==> src/rtl/apu_pkg.sv <==
// Shared constants and control-register layout for the APU envelope unit.
package apu_pkg;

  localparam int VOL_W         = 4;
  localparam int CTRL_W        = 6;
  localparam int ENV_V_LSB     = 0;
  localparam int ENV_CONST_BIT = 4;
  localparam int ENV_LOOP_BIT  = 5;

  localparam logic [VOL_W-1:0] DECAY_INIT = 4'd15;
  localparam logic [VOL_W-1:0] DECAY_WRAP = 4'd15;

  typedef struct packed {
    logic             loop;
    logic             const_vol;
    logic [VOL_W-1:0] vol;
  } env_ctrl_t;

  function automatic env_ctrl_t decode_ctrl(input logic [CTRL_W-1:0] db);
    env_ctrl_t c;
    c.vol       = db[ENV_V_LSB +: VOL_W];
    c.const_vol = db[ENV_CONST_BIT];
    c.loop      = db[ENV_LOOP_BIT];
    return c;
  endfunction

endpackage

==> src/rtl/apu_downcnt.sv <==
// Small down counter with synchronous load, decrement enable and zero flag.
module apu_downcnt
  import apu_pkg::*;
(
  input  logic             clk,
  input  logic             rst_n,
  input  logic             load,
  input  logic [VOL_W-1:0] load_val,
  input  logic             dec,
  output logic [VOL_W-1:0] count,
  output logic             zero
);

  logic [VOL_W-1:0] cnt_q, cnt_d;

  // Load has priority over decrement.
  always_comb begin
    cnt_d = cnt_q;
    if (load) begin
      cnt_d = load_val;
    end else if (dec) begin
      cnt_d = cnt_q - 1'b1;
    end
  end

  always_ff @(posedge clk or negedge rst_n) begin
    if (!rst_n) begin
      cnt_q <= '0;
    end else begin
      cnt_q <= cnt_d;
    end
  end

  assign count = cnt_q;
  assign zero  = (cnt_q == '0);

endmodule

==> src/rtl/apu_envelope_unit.sv <==
// APU volume envelope: control register, start flag, divider and decay counters, output mux.
module apu_envelope_unit
  import apu_pkg::*;
(
  input  logic              CLK,
  input  logic              n_RES,
  input  logic              qframe,
  input  logic              ctrl_wr,
  input  logic              start_wr,
  input  logic [CTRL_W-1:0] DB,
  output logic [VOL_W-1:0]  env_out,
  output logic              len_halt
);

  env_ctrl_t ctrl_q, ctrl_d;
  logic      start_q, start_d;

  logic             div_zero, decay_zero;
  logic [VOL_W-1:0] div_count, decay_count;
  logic             div_load, div_dec;
  logic             decay_load, decay_dec;
  logic [VOL_W-1:0] decay_load_val;

  // A start_wr on the same edge as a consuming qframe leaves start pending.
  always_comb begin
    ctrl_d  = ctrl_q;
    start_d = start_q;
    if (ctrl_wr) begin
      ctrl_d = decode_ctrl(DB);
    end
    if (qframe && start_q) begin
      start_d = 1'b0;
    end
    if (start_wr) begin
      start_d = 1'b1;
    end
  end

  always_ff @(posedge CLK or negedge n_RES) begin
    if (!n_RES) begin
      ctrl_q  <= '0;
      start_q <= 1'b0;
    end else begin
      ctrl_q  <= ctrl_d;
      start_q <= start_d;
    end
  end

  // All qframe decisions look only at pre-edge register values.
  always_comb begin
    div_load       = qframe && (start_q || div_zero);
    div_dec        = qframe && !start_q && !div_zero;
    decay_load     = qframe && (start_q || (div_zero && decay_zero && ctrl_q.loop));
    decay_dec      = qframe && !start_q && div_zero && !decay_zero;
    decay_load_val = start_q ? DECAY_INIT : DECAY_WRAP;
  end

  apu_downcnt u_divider (
    .clk      (CLK),
    .rst_n    (n_RES),
    .load     (div_load),
    .load_val (ctrl_q.vol),
    .dec      (div_dec),
    .count    (div_count),
    .zero     (div_zero)
  );

  apu_downcnt u_decay (
    .clk      (CLK),
    .rst_n    (n_RES),
    .load     (decay_load),
    .load_val (decay_load_val),
    .dec      (decay_dec),
    .count    (decay_count),
    .zero     (decay_zero)
  );

  // The divider count is internal only; its zero flag is what drives the decay clock.
  logic unused_div;
  assign unused_div = ^div_count;

  assign env_out  = ctrl_q.const_vol ? ctrl_q.vol : decay_count;
  assign len_halt = ctrl_q.loop;

endmodule

==> config.mk <==
export PLATFORM = sky130hd
export DESIGN_NAME = apu_envelope_unit
export DESIGN_NICKNAME = d
export VERILOG_FILES = /design/src/rtl/apu_pkg.sv /design/src/rtl/apu_downcnt.sv /design/src/rtl/apu_envelope_unit.sv
export SDC_FILE = /design/constraint.sdc
export NUM_CORES = 1
export LEC_CHECK = 0
export CELL_PAD_IN_SITES_DETAIL_PLACEMENT = 1
export CELL_PAD_IN_SITES_GLOBAL_PLACEMENT = 1
export CORE_MARGIN = 8
export CORE_UTILIZATION = 40
export CTS_CLUSTER_DIAMETER = 40
export CTS_CLUSTER_SIZE = 12
export DETAILED_ROUTE_END_ITERATION = 6
export GPL_TIMING_DRIVEN = 0
export PLACE_DENSITY = 0.82
export SLEW_MARGIN = 10
export SYNTH_ARGS = -nofsm -noshare
export SYNTH_HDL_FRONTEND = slang
export SYNTH_SLANG_ARGS = --single-unit
==> constraint.sdc <==
create_clock -name CLK -period 3.8 [get_ports CLK]
set_input_delay 0.76 -clock CLK [delete_from_list [all_inputs] [get_ports CLK]]
set_output_delay 0.76 -clock CLK [all_outputs]
set_load 0.05 [all_outputs]
**Yosys cells after proc, flatten, opt, wreduce, memory -nomap -nowiden**

Index checks and enable logic that the tools add are counted.

- Register bits after elaboration: 15
- Bits of input ports: 11
- Output and inout bits: 5
- Word-level logic and storage cells: 34

- Multiplexer cells: 7
- Reduce and logical (&&, ||, !) cells: 19
- $add $sub $neg: 2

Operators with widths:

| cell | count |
|---|---|
| $mux W4 | 5 |
| $logic_and A1 B1 Y1 | 9 |
| $logic_not A4 Y1 | 2 |
| $sub A4 B1 Y4 const B | 2 |
| $reduce_bool A2 Y1 | 3 |
| $logic_not A1 Y1 | 3 |
| $logic_or A1 B1 Y1 | 2 |
| $mux W1 | 2 |

**Depth between registers and ports, before layout**

- Depth after elaboration: 6
- Mapped depth: 6

**Cells and area by module**

From an unflattened synthesis, not the netlist that was laid out.

- Cell total of the unflattened synthesis: 69
- Area total of the unflattened synthesis: 828.3 sq um

By module, submodules not included:

| module | times used | area each (sq um) | cells each |
|---|---|---|---|
| apu_downcnt | 2 | 230.2 | 21 |
| apu_envelope_unit | 1 | 367.9 | 27 |

**Least setup slack after synthesis**

No wires, ideal clock.

- Path kind: register to output
- From: reg u_decay.cnt_q[0], in the netlist u_decay.count[0]
- To: out env_out[0]
- Data arrival time: 1.549 ns
- Data required time: 3.040 ns
- Path buffers: 0
- Setup slack: 1.491 ns
- Stages on the path, launching flop included: 3
- Cell sequence: dfrtp_1 inv_1 o21ai_0

- Longest elaborated chain between the ends: 1

RTL lines:

| what | line | RTL |
|---|---|---|
| start: declaration | apu_downcnt.sv:14 | `logic [VOL_W-1:0] cnt_q, cnt_d;` |
| start signal: assignment | apu_downcnt.sv:30 | `cnt_q <= cnt_d;` |
| $mux W4 | apu_envelope_unit.sv:82 | `assign env_out = ctrl_q.const_vol ? ctrl_q.vol : decay_count;` |
| end: declaration | apu_envelope_unit.sv:11 | `output logic [VOL_W-1:0] env_out,` |

No other way between the ends.

**Worst setup path after layout**

- From: reg ctrl_q[4] (netlist bit)
- To: out env_out[2]

- Longest elaborated chain between the ends: 1

RTL lines:

| what | line | RTL |
|---|---|---|
| start: declaration | apu_envelope_unit.sv:15 | `env_ctrl_t ctrl_q, ctrl_d;` |
| start signal: assignment | apu_envelope_unit.sv:44 | `ctrl_q <= ctrl_d;` |
| $mux W4 | apu_envelope_unit.sv:82 |  |

No other way between the ends.

==> metrics.md <==
| Metric | Value |
|---|---|
| Status | `complete, no violations` |
| Clock Skew | `0.00720 ns` |
| Antenna viol nets, final | `0` |
| Gr ovfl total | `0` |
| WP data required | `3.04 ns` |
| PortBufs | `14` |
| Pin count of the biggest net entering global routing | `16` |
| Clk Latency, worst-skew pair | `~0.28 ns` |
| Clock Sinks | `15` |
| Startpoint Class | `register` |
| Total wire length | `about 2.0 mm` |
| Leading area contributor after synthesis | `dfrtp_1` |
| Post-route cell area | `1020 um2` |
| H-Tree Depth | `1` |
| Core region area | `1940 um2` |
| Largest family of logic cells by synthesized area | `simple AND/OR/NAND/NOR gates` |
| Die Y | `61.2 um` |
| Fin crit share | `67.9%` |
| Area share of fa/ha/maj cells after synthesis | `4.60%` |
| Placement Setup Slack | `between 1.5 and 2 ns` |
| Ant diodes | `0` |
| Synth warn | `0` |
| Avg Inst Size Synth | `9.71 um2` |
| Util after Layout | `52.3%` |
| Slew margin rel. | `53.9%` |
| Post-synthesis net count | `98` |
| CP cell instances | `mux2_2, clkdlybuf4s50_1` |
| Total CTS buffers | `3` |
| DR DRC count | `0` |
| Final setup viols | `0` |
| Syn-to-layout area delta | `24.5%` |
| Syn Inst Count | `84` |
| RSZ-0062 raised after global routing | `false` |
| VDD IR max | `0.000225 V` |
| Postcts setup bufs | `0` |
| Post-synth ARST share | `100%` |
| Worst path slowest cell | `clkdlybuf4s50_1` |
| Main synth FF type | `dfrtp_1` |
| R2R setup slack | `around 2 ns` |
| Post-Synth Simple-Gate Area | `between 10% and 20%` |
| Chip Width | `61.2 um` |
| Inst Count DP | `125` |
| Filler cells | `232` |
| Via count | `705` |
| Final cell count without fillers | `129` |
| Most frequent cell after synthesis | `dfrtp_1` |
| Tightest Hold Check Type | `register to register` |
| Vias in the first global route | `836` |
| Register area | `between 300 and 400 um2` |
| Post-synthesis sequential area ratio | `46.0%` |
| Via/cell ratio | `5.47` |
| Area occupied by multi-input gates | `407 um2` |
| Initial antenna violation count | `0` |
| First-pass GRT wire length | `3.64 mm` |
| Synth Cell Area | `between 800 and 900 um2` |
| Post-synth EDFFs | `0` |
| Final setup margin | `1.22 ns` |
| Max_cap viols | `0` |
| Nets | `117` |
| Detailed Route Iter0 Violations | `7` |
| Max-slew violations | `0` |
| Compound-Gate Fraction of Synth Area | `14.1%` |
| Layout cell share with drive strength beyond 1 | `14.7%` |
| F_max | `0.387 GHz` |
| Cts hold-fix bufs | `0` |
| Pwr dens | `393 nW/um2` |
| Post-synthesis mux area share | `12.3%` |
| Number of distinct library cells after synthesis | `26` |
| Leak | `about 0.43 nW` |
| Worst-path clk slew | `0.10 ns` |
| CP top delay family | `buffers and inverters` |
| Minimum clock period | `around 2.6 ns` |
| IO Pins | `16` |
| Final Hold Violating Endpoints | `0` |
| Yosys reg bits | `15` |
| Clock Path Buffers | `2` |
| Actual slew at the worst max-slew pin | `0.690 ns` |
| CP peak stage delay | `0.70 ns` |
| Root Buffer | `clkbuf_4` |
| Final HPWL from detailed placement | `1.53 mm` |
| Synth top area share | `46.0%` |
| CTS tree | `yes` |
| Critical path type | `register to primary output` |
| WL/cell | `15.5 um` |
| Largest cells by area after synthesis | `dfrtp_1 46%, mux2_2 11%, o21ai_0 4.9%` |
| Critical-path maximum fanout | `7` |
| Buf+Inv Stages, Crit Path | `1` |
| DRT Pass-1 Iters | `4` |
| Placed instance area | `between 900 and 1000 um2` |
| Setup crit end kind | `primary output` |
| Die ar. | `~3700 um2` |
| CTS resizes | `0` |
| CP Data Arrival Time | `1.82 ns` |
| Post-synthesis xor/xnor area fraction | `0%` |
| Row count | `16` |
| Setup TNS | `0 ns` |
| Synth cell count leaders | `15 x dfrtp_1, 8 x mux2_2, 8 x o21ai_0` |
| RD Place Congestion | `0.733` |
| Initial Utilization | `between 40% and 50%` |
| All-Layer GR Usage | `12.9%` |
## cell families after synthesis
kind of cell,count (synthesis)
fa+ha+maj,3
simple gates,28
compound gates,20
buf+inv,9
mux,9
flops,15
## power breakdown
part	switching (mW)	internal, mW
clock network	0.0523	0.0407
registers	0.0197	0.176
logic	0.0641	0.0468
## worst paths after layout
check,end,startpoint,cells after the start
min in group asynchronous,u_decay.count[3],n_RES,1
min,ctrl_q[0],ctrl_q[0],1
max in group asynchronous,u_divider.count[1],n_RES,1
max reg2reg,u_decay.count[2],u_divider.count[0],6
max,env_out[2],ctrl_q[4],2
min reg2reg,ctrl_q[0],ctrl_q[0],1
## sequential cells by signal, indices dropped and copies added, names as in the netlist
register,count
u_divider.count,4
len_halt,1
start_q,1
ctrl_q,5
u_decay.count,4
## placed cells by master, fill, tap and decap left out, drive strengths merged, types with 2 or more instances in the layout
cell,synthesis,final
nor2,7,7
o22ai,2,2
nand3,4,4
a21oi,5,5
a31oi,2,2
o21ai,8,8
nor3b,2,2
ha,3,3
mux2,8,8
nor3,2,2
dfrtp,15,15
clkdlybuf4s50,0,14
clkbuf,3,7
inv,6,6
nand2,6,6
## area by class of cell
| cell class | instances | share of cell area (%) |
|---|---|---|
| multi-input cells | 60 | 40.0 |
| flip-flops and latches | 15 | 36.9 |
| repair buffers | 14 | 13.8 |
| well taps | 27 | 3.33 |
| clock buffers | 4 | 2.59 |
| inverters | 6 | 2.22 |
| plain buffers | 3 | 1.11 |
## layer usage
layer | vias to the layer above | track usage [%] | wire, um | part of all wire (%)
met5 | - | 0 | 0 | 0
met4 | 0 | 5.98 | 38 | 1.9
met3 | 6 | 3.97 | 83 | 4.2
met2 | 19 | 20.7 | 947 | 47
met1 | 341 | 15.3 | 930 | 47
li1 | 339 | - | - | -
## per-stage QoR
stage | hold slack (ns) | power, mW
floorplan | 0.464 | 0.266
finish | 0.551 | 0.400
global placement | 0.528 | 0.304
CTS | 0.557 | 0.403
detailed placement | 0.535 | 0.310
global route | 0.584 | 0.422
Note: power is estimated with default switching activity, not from simulation.
==> RTL edit, RTL diff (same flow settings) <==
Register the outputs `env_out` and `len_halt`, cleared by the reset; this adds one clock of latency there.
--- a/src/rtl/apu_envelope_unit.sv
+++ b/src/rtl/apu_envelope_unit.sv
@@ -79,8 +79,15 @@
   logic unused_div;
   assign unused_div = ^div_count;
 
-  assign env_out  = ctrl_q.const_vol ? ctrl_q.vol : decay_count;
-  assign len_halt = ctrl_q.loop;
+  always_ff @(posedge CLK or negedge n_RES) begin
+    if (!n_RES) begin
+      env_out  <= '0;
+      len_halt <= '0;
+    end else begin
+      env_out  <= ctrl_q.const_vol ? ctrl_q.vol : decay_count;
+      len_halt <= ctrl_q.loop;
+    end
+  end
 
 endmodule
 
Function: changed (a bounded check fails within 4 cycles, from zero or initial values).
==> RTL edit against the unedited design <==
Final area is 12% higher. Worst setup slack gained 0.37 ns. Sequential cell count is 5 higher. First-iteration DRC count is the same. Sequential share of layout area is 7.1 points higher. Hold slack got worse by 0.12 ns. Synthesized area up 13%. Total power grew 20%. Utilization decreased by 0.41 points. Via count down 3.0%. Wire length up 5.2%. Global-route usage decreased by 2.3 points. Clock skew fell by 0.0012 ns. Critical path type unchanged. Critical endpoint is now env_out[3]. Largest power group unchanged.
==> RTL edit: results (changes against the unedited design) <==
===========================================================================
Clock buffers created by TritonCTS ...........................            3   unchanged
Met3 routed wirelength .......................................        80 um   -3.6%
Fill cell count ..............................................          244   +5.2%
Most instantiated cells after synthesis ...................... dfrtp_1 (20), mux2_2 (8), a21oi_1 (7)
Number of port buffers .......................................           14   unchanged
Leading cell types by total area after synthesis ............. dfrtp_1 (54%), mux2_2 (9.7%), ha_1 (4.1%), a21oi_1 (3.8%), o21ai_0 (2.7%)
Clock Pin Slew Worst Setup and Hold Paths ....................      0.11 ns
Placed Area .................................................. 0.00110 sq mm   +11%
Highest layer used for signal routing ........................         met3
Peak supply drop .............................................   0.000333 V   +48%
Crit Reg-Reg Endpoint ........................................ u_decay.count[3]
Worst hold path depth ........................................            0   -1
Power Dens Cells .............................................  423 mW/mm^2   +7.6%
Seq/Total Area, Yosys ........................................        54.1%   +8.0 points
Mean cell area of the mapped netlist .........................   11.0 sq um   +13%
Clock latency on the worst-skew pair .........................      0.30 ns   +0.02 ns
Final Skew ...................................................   0.00596 ns   -0.00123 ns
Pre-CTS worst setup slack ....................................      1.77 ns   +0.226 ns
Hold worst-path end ..........................................     len_halt
Largest fanout on the critical path ..........................            1   -6
Result of the run ............................................ finished, final reports clean
Transition at the pin with the smallest max-transition slack .     0.897 ns   +0.207 ns
Length of routed met2 wiring .................................      1.11 mm   +17%
Sum of routed wire segments on met1 ..........................       916 um   -1.5%
Global placement routability congestion ......................        0.769   +4.9%
Worst stage delay on the critical path .......................      0.81 ns   +0.11 ns
Total length of routed wires .................................      2.10 mm   +5.2%
Leakage power total ..........................................     0.493 nW   +15%
Fin Hold WS ..................................................     0.435 ns   -0.117 ns
Fraction of layout cells with a size suffix above 1 ..........        16.7%   +2.0 points
First-pass GRT wire length ...................................      3.54 mm   -2.7%
Final HPWL DP ................................................      1.61 mm   +5.2%
Count of cells along the worst register-to-register path .....            6   unchanged
Biggest register .............................................       ctrl_q
Number of global-route vias before repair ....................          769   -8.0%
Startpoint of the worst hold path ............................    ctrl_q[5]
Placed insts .................................................          126   +0.80%
Reg-to-reg slack, setup ......................................      2.05 ns   +0.05 ns
Aggregate global-route resource usage ........................        10.7%   -2.3 points
Flip-flop count of the largest register after layout .........            6   +1
===========================================================================
==> RTL edit: changes by cell type after synthesis, sizes merged, moves of 2 or more <==
cell | unedited run | this run
nor2 | 7 | 5
o21ai | 8 | 6
clkbuf | 3 | 1
o22ai | 2 | 0
a21oi | 5 | 7
nor3 | 2 | 4
a31oi | 2 | 0
dfrtp | 15 | 20
==> RTL edit: logic make-up after synthesis <==
logic type | count (synthesis) | synth area share [%]
AND/OR/NAND/NOR | 28 | 17.3
flip-flops | 20 | 54.1
AO/OA/AOI/OAI | 16 | 9.59
multiplexers | 9 | 10.8
buffers and inverters | 7 | 3.24
adder cells (fa/ha/maj) | 3 | 4.05
XOR/XNOR | 1 | 0.946
==> RTL edit: cell type report <==
cell class              count  share of cell area, %
well taps                  28                   3.08
flip-flops and latches     20                   44.0
multi-input cells          57                   34.8
inverters                   5                   1.65
clock buffers               4                   3.19
repair buffers             14                   12.3
plain buffers               2                  0.990
==> RTL edit: where the power goes <==
group	switching, mW	total, mW	internal (mW)
combinational	0.0552	0.0991	0.0439
clock	0.0680	0.126	0.0584
sequential	0.0215	0.256	0.234
total	0.145	0.481	0.337
==> RTL edit: worst max path at each step <==
stage | startpoint | slack (ns) | end | cells past startpoint
2_1_floorplan | u_divider.count[0] | 2.34 | u_decay.count[3] | 6
6_report | env_out[3] | 1.59 | env_out[3] | 1
5_1_grt | env_out[3] | 1.55 | env_out[3] | 1
4_1_cts | env_out[3] | 1.57 | env_out[3] | 1
3_5_place_dp | qframe | 1.77 | u_decay.count[3] | 5
3_3_place_gp | qframe | 1.81 | u_decay.count[3] | 5
==> RTL edit: per-layer routing <==
metal  vias up  GRT usage, %
met2        12          18.6
met4         0          3.27
met5         -             0
li1        329             -
met1       343          12.7
met3         0          2.44
